$ cat config.mk
export PLATFORM = sky130hd
export DESIGN_NAME = mux_arb_stream
export DESIGN_NICKNAME = d
export VERILOG_FILES = /design/src/rtl/mux_arb_stream.sv
export SDC_FILE = /design/constraint.sdc
export NUM_CORES = 1
export LEC_CHECK = 0
export CAP_MARGIN = 10
export CORE_MARGIN = 2
export CORE_UTILIZATION = 39
export CTS_CLUSTER_DIAMETER = 200
export DETAILED_ROUTE_END_ITERATION = 7
export PLACE_DENSITY = 0.82
export RECOVER_POWER = 100
export SLEW_MARGIN = 20
export SYNTH_ARGS = -nofsm -noshare
export SYNTH_HDL_FRONTEND = slang
export SYNTH_SLANG_ARGS = --single-unit
$ cat constraint.sdc
create_clock -name clk -period 2.52 [get_ports clk]
set_input_delay 0.504 -clock clk [delete_from_list [all_inputs] [get_ports clk]]
set_output_delay 0.504 -clock clk [all_outputs]
set_load 0.01 [all_outputs]
$ cat src/rtl/mux_arb_stream.sv
// N-input stream selector, forced-select or round-robin grant,
// one registered output stage with valid/ready on every channel.
//
// Ports:
//   clk, reset        clock; synchronous active-high reset
//   in_data[N*WIDTH]  channel i at [i*WIDTH +: WIDTH]
//   in_valid[N]       channel i holds a word
//   in_ready[N]       channel i's word accepted this cycle
//   mode              0 = forced select, 1 = round-robin
//   sel[SELW]         channel used when mode=0 (clamped to N-1)
//   out_data[WIDTH]   registered output word
//   out_valid         out_data holds a word
//   out_ready         consumer takes the word this cycle
//   out_src[SELW]     channel index out_data came from
module mux_arb_stream #(
  parameter int WIDTH = 8,
  parameter int N     = 3,
  parameter int SELW  = $clog2(N)
) (
  input  logic               clk,
  input  logic               reset,
  input  logic [N*WIDTH-1:0] in_data,
  input  logic [N-1:0]       in_valid,
  output logic [N-1:0]       in_ready,
  input  logic               mode,
  input  logic [SELW-1:0]    sel,
  output logic [WIDTH-1:0]   out_data,
  output logic               out_valid,
  input  logic               out_ready,
  output logic [SELW-1:0]    out_src
);

  logic [SELW-1:0]  rr_ptr;
  logic [SELW-1:0]  eff_sel;
  logic [SELW-1:0]  gnt;
  logic             gnt_vld;
  logic [WIDTH-1:0] gnt_data;
  logic             load_en;
  logic             xfer;

  assign load_en = !out_valid || out_ready;

  // In-range sel passes through; anything >= N steers to the last channel.
  always_comb begin
    eff_sel = sel;
    if (int'(sel) >= N)
      eff_sel = SELW'(N - 1);
  end

  // Round-robin searches from the channel after the last winner.
  always_comb begin
    logic [SELW-1:0] idx;
    gnt     = '0;
    gnt_vld = 1'b0;
    idx     = '0;
    if (!mode) begin
      gnt     = eff_sel;
      gnt_vld = in_valid[eff_sel];
    end else begin
      for (int k = 1; k <= N; k++) begin
        idx = SELW'((int'(rr_ptr) + k) % N);
        if (!gnt_vld && in_valid[idx]) begin
          gnt_vld = 1'b1;
          gnt     = idx;
        end
      end
    end
  end

  always_comb begin
    gnt_data = '0;
    for (int i = 0; i < N; i++) begin
      if (gnt == SELW'(i))
        gnt_data = in_data[i*WIDTH +: WIDTH];
    end
  end

  // Reset blocks acceptance so no word is lost in a reset cycle.
  assign xfer = load_en && gnt_vld && !reset;

  always_comb begin
    in_ready = '0;
    for (int i = 0; i < N; i++) begin
      in_ready[i] = xfer && (gnt == SELW'(i));
    end
  end

  always_ff @(posedge clk) begin
    if (reset) begin
      out_valid <= 1'b0;
      out_data  <= '0;
      out_src   <= '0;
      rr_ptr    <= SELW'(N - 1);
    end else begin
      if (xfer) begin
        out_valid <= 1'b1;
        out_data  <= gnt_data;
        out_src   <= gnt;
        if (mode)
          rr_ptr <= gnt;
      end else if (out_ready) begin
        out_valid <= 1'b0;
      end
    end
  end

endmodule

=== After elaboration in Yosys (flattened, before gate mapping) ===
Index checks and enable logic that the tools add are counted.

* Word-level logic and storage cells: 56
* Input bits: 33
* Register bits: 13

* $add $sub $neg: 3
* Divide/modulo/power cells: 3
* Equal/unequal tests: 2
* $lt $le $gt $ge: 5
* Reductions and logical operators: 15
* Muxes and demuxes: 24

{| class="wikitable"
|+ Operators by type and width
! operator !! number
|-
| 32-bit by 3-bit modulo with 32-bit output (second input constant) || 3
|-
| 8-bit 2-to-1 mux || 3
|-
| 2-bit by 3-bit less-than comparator with 1-bit output (second input constant) || 4
|-
| 1-bit 2-to-1 mux || 12
|-
| 2-bit 2-to-1 mux || 5
|-
| 1-bit binary-select mux with 2-bit select || 4
|-
| 1-bit logical AND || 7
|-
| 2-bit by 2-bit adder with 3-bit output (second input constant) || 2
|-
| 1-bit zero test || 4
|-
| 2-bit by 1-bit adder with 3-bit output (second input constant) || 1
|-
| 2-bit by 1-bit == test with 1-bit output (second input constant) || 1
|-
| 2-bit == test (second input constant) || 1
|-
| 2-bit greater-or-equal comparator (second input constant) || 1
|-
| 2-bit zero test || 1
|-
| 2-bit AND reduction || 1
|-
| 2-bit nonzero test || 1
|-
| 1-bit logical OR || 1
|}

=== Depth between registers and ports, before layout ===
* Depth after elaboration: 18
* Mapped depth: 11

=== Worst setup path after synthesis ===
OpenSTA, ideal clock, no wires.

* Kind: reg2out
* Start: register rr_ptr[0]
* End: output port in_ready[0]
* Path slack: 0.120 ns
* Cell stages (with the launch flop): 11
* Data required time: 2.016 ns
* Arrival time: 1.896 ns
* Cell sequence: dfxtp_1 > inv_1 > ha_1 > buf_6 > a22o_1 > a211oi_2 > o21bai_1 > a31oi_4 > nand2b_1 > buf_6 > nor2b_1

* Longest elaborated chain between the ends: 17

{| class="wikitable"
|+ RTL lines
! element !! RTL line !! source
|-
| from (decl) || 33 || <nowiki>logic [SELW-1:0] rr_ptr;</nowiki>
|-
| from (signal assigned) || 93 || <nowiki>rr_ptr <= SELW'(N - 1);</nowiki>
|-
| from (signal assigned) || 100 || <nowiki>rr_ptr <= gnt;</nowiki>
|-
| 2-bit by 1-bit adder with 3-bit output || 61 || <nowiki>idx = SELW'((int'(rr_ptr) + k) % N);</nowiki>
|-
| 32-bit by 3-bit modulo with 32-bit output || 61 ||
|-
| 1-bit binary-select mux with 2-bit select || 62 || <nowiki>if (!gnt_vld && in_valid[idx]) begin</nowiki>
|-
| 1-bit 2-to-1 mux (implied by the code) || 62 ||
|-
| 1-bit 2-to-1 mux || 62 ||
|-
| 1-bit 2-to-1 mux || 56 || <nowiki>if (!mode) begin</nowiki>
|-
| 1-bit zero test || 62 ||
|-
| 1-bit logical AND || 62 ||
|-
| 1-bit 2-to-1 mux || 62 ||
|-
| 1-bit 2-to-1 mux || 56 ||
|-
| 1-bit zero test || 62 ||
|-
| 1-bit logical AND || 62 ||
|-
| 1-bit 2-to-1 mux || 62 ||
|-
| 1-bit 2-to-1 mux || 56 ||
|-
| 1-bit logical AND (2 in a row) || 79 || <nowiki>assign xfer = load_en && gnt_vld && !reset;</nowiki>
|-
| 1-bit logical AND * || 84 || <nowiki>in_ready[i] = xfer && (gnt == SELW'(i));</nowiki>
|-
| to (decl) || 24 || <nowiki>output logic [N-1:0] in_ready,</nowiki>
|}

Every way passes the cells marked *; elsewhere a longest branch is shown, timed or not. The select of a mux whose other input is x is not followed.

=== Worst setup path after layout ===
* Start: register rr_ptr[1]
* End: output port in_ready[0]

The elaborated chain is that of the path after synthesis.

==> results.md <==
Die:
- The height of the chip is 52.4 µm.
- The floorplan step defined a die boundary enclosing 0.00275 mm².
- The site row count is 17.
- 47 I/O pins were placed.
- The die is 52.4 µm wide.
- For this configuration, the core starts out at a cell density of 0.413.
- The core region is 0.00221 mm².

Worst setup path:
- The critical path goes through inv_2, buf_4, ha_1, mux2i_1, o211a_1, o21ai_2, and3_4, nand2b_4, nor2b_4, buf_6.
- The largest stage delay on the critical path is 0.36 ns.
- The required time of the worst setup path is 2.02 ns.
- Following the worst setup path forward leads to its endpoint at in_ready[0].
- The classification of the worst setup path is reg -> out.
- The critical path launch point type is a flop.
- The reg-to-reg startpoint is rr_ptr[1].
- The element type at the critical path end is an output pin.
- The number of cells traversed by the worst register-to-register path is 11.
- Along the worst path, the maximum fanout reaches 5.
- The reg-to-reg endpoint is out_src[0].
- The slack of the worst reg-to-reg path is 0.34 ns.
- The critical path starts at rr_ptr[1].
- The slowest stage of the critical path is the dfxtp_2 cell.
- The arrival time of data at the critical path endpoint is 2.10 ns.
- The path length in cells of the critical path is 10.
- The number of buffers and inverters on the critical path is 3.
- The largest delay contributor family on the critical path is simple AND/OR/NAND/NOR gates.

STA:
- Setup violations remaining at the end of the flow were counted as 3.
- For this run, the top clock speed supported by timing is 0.385 GHz.
- At the pin with the least slew margin, the transition time is 0.348 ns.
- The ratio of final minimum period to clock period is 1.03.
- The final period demand of the worst path is 2.60 ns.
- Hold timing on the final database bottoms out at a slack of 0.468 ns.
- The setup clock skew after layout is 0.00917 ns.
- The final hold violation count came to 0.
- Setup repair after global routing could not meet its margin everywhere.
- After layout, the worst setup slack is -0.0794 ns.
- The max-slew violation count is 0.
- The sum of negative setup slack is -0.155 ns.
- The relative slew slack is 0.765.

Routing:
- The count of TritonRoute iterations in the first routing pass is 4.
- The average wire length per cell after detail routing is 14.4 µm.
- The number of DRC violations after detailed routing is 0.
- The number of violations reported at the end of detailed-routing iteration 0 is 14.
- The antenna violation net count after detailed routing is 0.
- The overall via count from detail_route is 1067.
- Dividing the detail-routed via count by the number of cells gives 5.26.
- The total routed wirelength is 2930 µm.

Synth:
- In the synthesized netlist, the number of instances is 104.
- The total number of yosys warnings is 0.
- The share of the Yosys chip area taken by registers is 0.285.
- Synthesis inferred 13 register bits.
- The mapped netlist covers 915 µm².
- The count of flip-flops with a built-in enable after synthesis is 0.
- The dominant synthesized flop cell is dfxtp_1.
- The mean area per synthesized cell is 8.79 µm².
- For this run, asynchronously set or reset flops after synthesis account for 0.
- The number of nets produced by synthesis is 140.
- The number of distinct library cell variants in the gate-level netlist after synthesis is 34.

Final layout:
- The repair_antennas step left the layout with diodes totalling 0.
- The area added between synthesis and finish is 82.4%.
- Once layout is complete, the utilization of the core stands at 0.754.
- The final layout contains 212 nets.
- Of the cells placed in the final design, the portion with a size suffix greater than 1 is 0.314.

Outcome:
- The run finished, with violations left.
- The checks that failed: setup timing.

Clock network:
- The root buffer cell chosen for the clock tree is clkbuf_4.
- TritonCTS created 3 clock buffers.
- The clock-pin slew on the worst setup and hold paths is 0.09 ns.
- The maximum buffer depth of the clock tree is 2.
- TritonCTS built the clock tree.
- The later-pin clock latency in the skew report is 0.29 ns.
- For this design, the sink count on the clock tree is 13.
- CTS built an H-tree with a depth of 1.

Global route:
- The maximum number of pins on one net before global-route repair is 10.
- The number of global-route vias before repair is 1085.
- The initial antenna violation count is 0.
- Across every metal layer, demand over resource in global routing totals 0.225.
- The first global-routing pass estimated 4540 µm of wire.
- The leftover overflow at the end of global routing is 0.

Worst hold path:
- The kind of path behind the tightest hold check is reg -> reg.

Pwr:
- Across the VDD grid, the largest voltage drop is 379 µV.
- In this run the power density over the cells is 413 mW/mm².
- The standby leakage power is 0.758 nW.

Placement:
- At the end of routability-driven placement, the weighted congestion stood at 0.799.
- The minimum setup slack after placement is -0.660 ns.
- The detailed placer's ending HPWL is 2190 µm.
- The total of buffers placed on input and output ports is 46.

Flow run:
- Max-cap violations in this run came to 0.
-- report_power, final --
group	switching, mW	leakage (nW)	total, mW	internal [mW]
sequential	0.0132	0.108	0.244	0.230
clock	0.0734	0.0150	0.135	0.0615
combinational	0.128	0.636	0.311	0.182
-- repair_timing --
action                                  CTS  global route
pin swaps                                 6             2
buffers inserted                          4             1
endpoints found under the setup margin    3             3
hold buffers                              0             0
gates resized for setup                  38             5
-- flip-flops by register name (all words and copies together) (netlist names) --
| register | cells |
|---|---|
| out_valid | 1 |
| out_data | 8 |
| out_src | 2 |
| rr_ptr | 2 |
-- final cells by class --
cell class	instances	area, µm²
sequential	13	265
tap	28	35.0
multi-input combinational	80	649
clock buffer	4	26.3
timing repair buffer	73	673
inverter	5	18.8
fill	146	544
-- placed cells by master, fill, tap and decap left out, drive strengths merged, types with 2 or more instances in the layout --
cell type | synthesis | final
a31oi | 3 | 3
nor2 | 6 | 6
o211ai | 8 | 8
dlygate4sd3 | 0 | 11
clkdlybuf4s50 | 0 | 28
buf | 5 | 30
ha | 3 | 3
nand2b | 4 | 4
a21oi | 4 | 4
nand2 | 11 | 11
inv | 5 | 5
nand3 | 10 | 10
clkbuf | 1 | 4
dlygate4sd2 | 0 | 3
dfxtp | 13 | 13
mux2i | 10 | 10
mux2 | 2 | 2
nor2b | 3 | 3
-- routing by layer --
metal,vias to the layer above,global-route usage,share of wire
li1,519,-,-
met1,502,0.234,0.39
met2,36,0.408,0.53
met3,10,0.0800,0.060
met4,0,0.0855,0.025
met5,-,0,0
-- how the worst min path moves through the flow --
stage / from / to / slack (ns) / depth (start not counted)
finish: out_data[0] / out_data[0] / 0.47 / 2
floorplan: out_src[1] / out_src[1] / 0.49 / 2
global route: out_data[0] / out_data[0] / 0.50 / 2
detailed placement: out_data[0] / out_data[0] / 0.46 / 2
global placement: out_data[6] / out_data[6] / 0.45 / 2
CTS: out_src[1] / out_src[1] / 0.48 / 2
-- kinds of logic after synthesis --
kind of cell / synth area share
AO/OA/AOI/OAI: 0.244
adder cells (fa/ha/maj): 0.0410
buffers and inverters: 0.0834
flip-flops: 0.285
AND/OR/NAND/NOR: 0.213
multiplexers: 0.134
-- tightest hold or removal path, cell delays in order, from the launching register on --
cell and delay (ns):
dfxtp_1 0.33, nand2_1 0.05, o211ai_1 0.06
-- through the flow --
step | total power, mW | cells | area (µm²)
after floorplan | 0.378 | 104 | 915
after global placement | 0.522 | 194 | 1520
after detailed placement | 0.531 | 194 | 1520
after CTS | 0.692 | 202 | 1640
after global routing | 0.729 | 203 | 1670
final | 0.689 | 203 | 1670
-- synth_stat cells, types with 2 or more instances --
cell	n	area, µm²
nand2_1	11	41.3
inv_1	5	18.8
o211ai_1	7	52.6
nand3_1	10	50.1
mux2i_1	10	100
buf_6	4	45.0
nor2b_1	3	18.8
a21oi_1	4	20.0
ha_1	3	37.5
mux2_2	2	22.5
nor2_1	6	22.5
a31oi_1	2	12.5
dfxtp_1	13	260
nand2b_1	4	25.0
No activity file was read; power rests on OpenSTA's default activity.
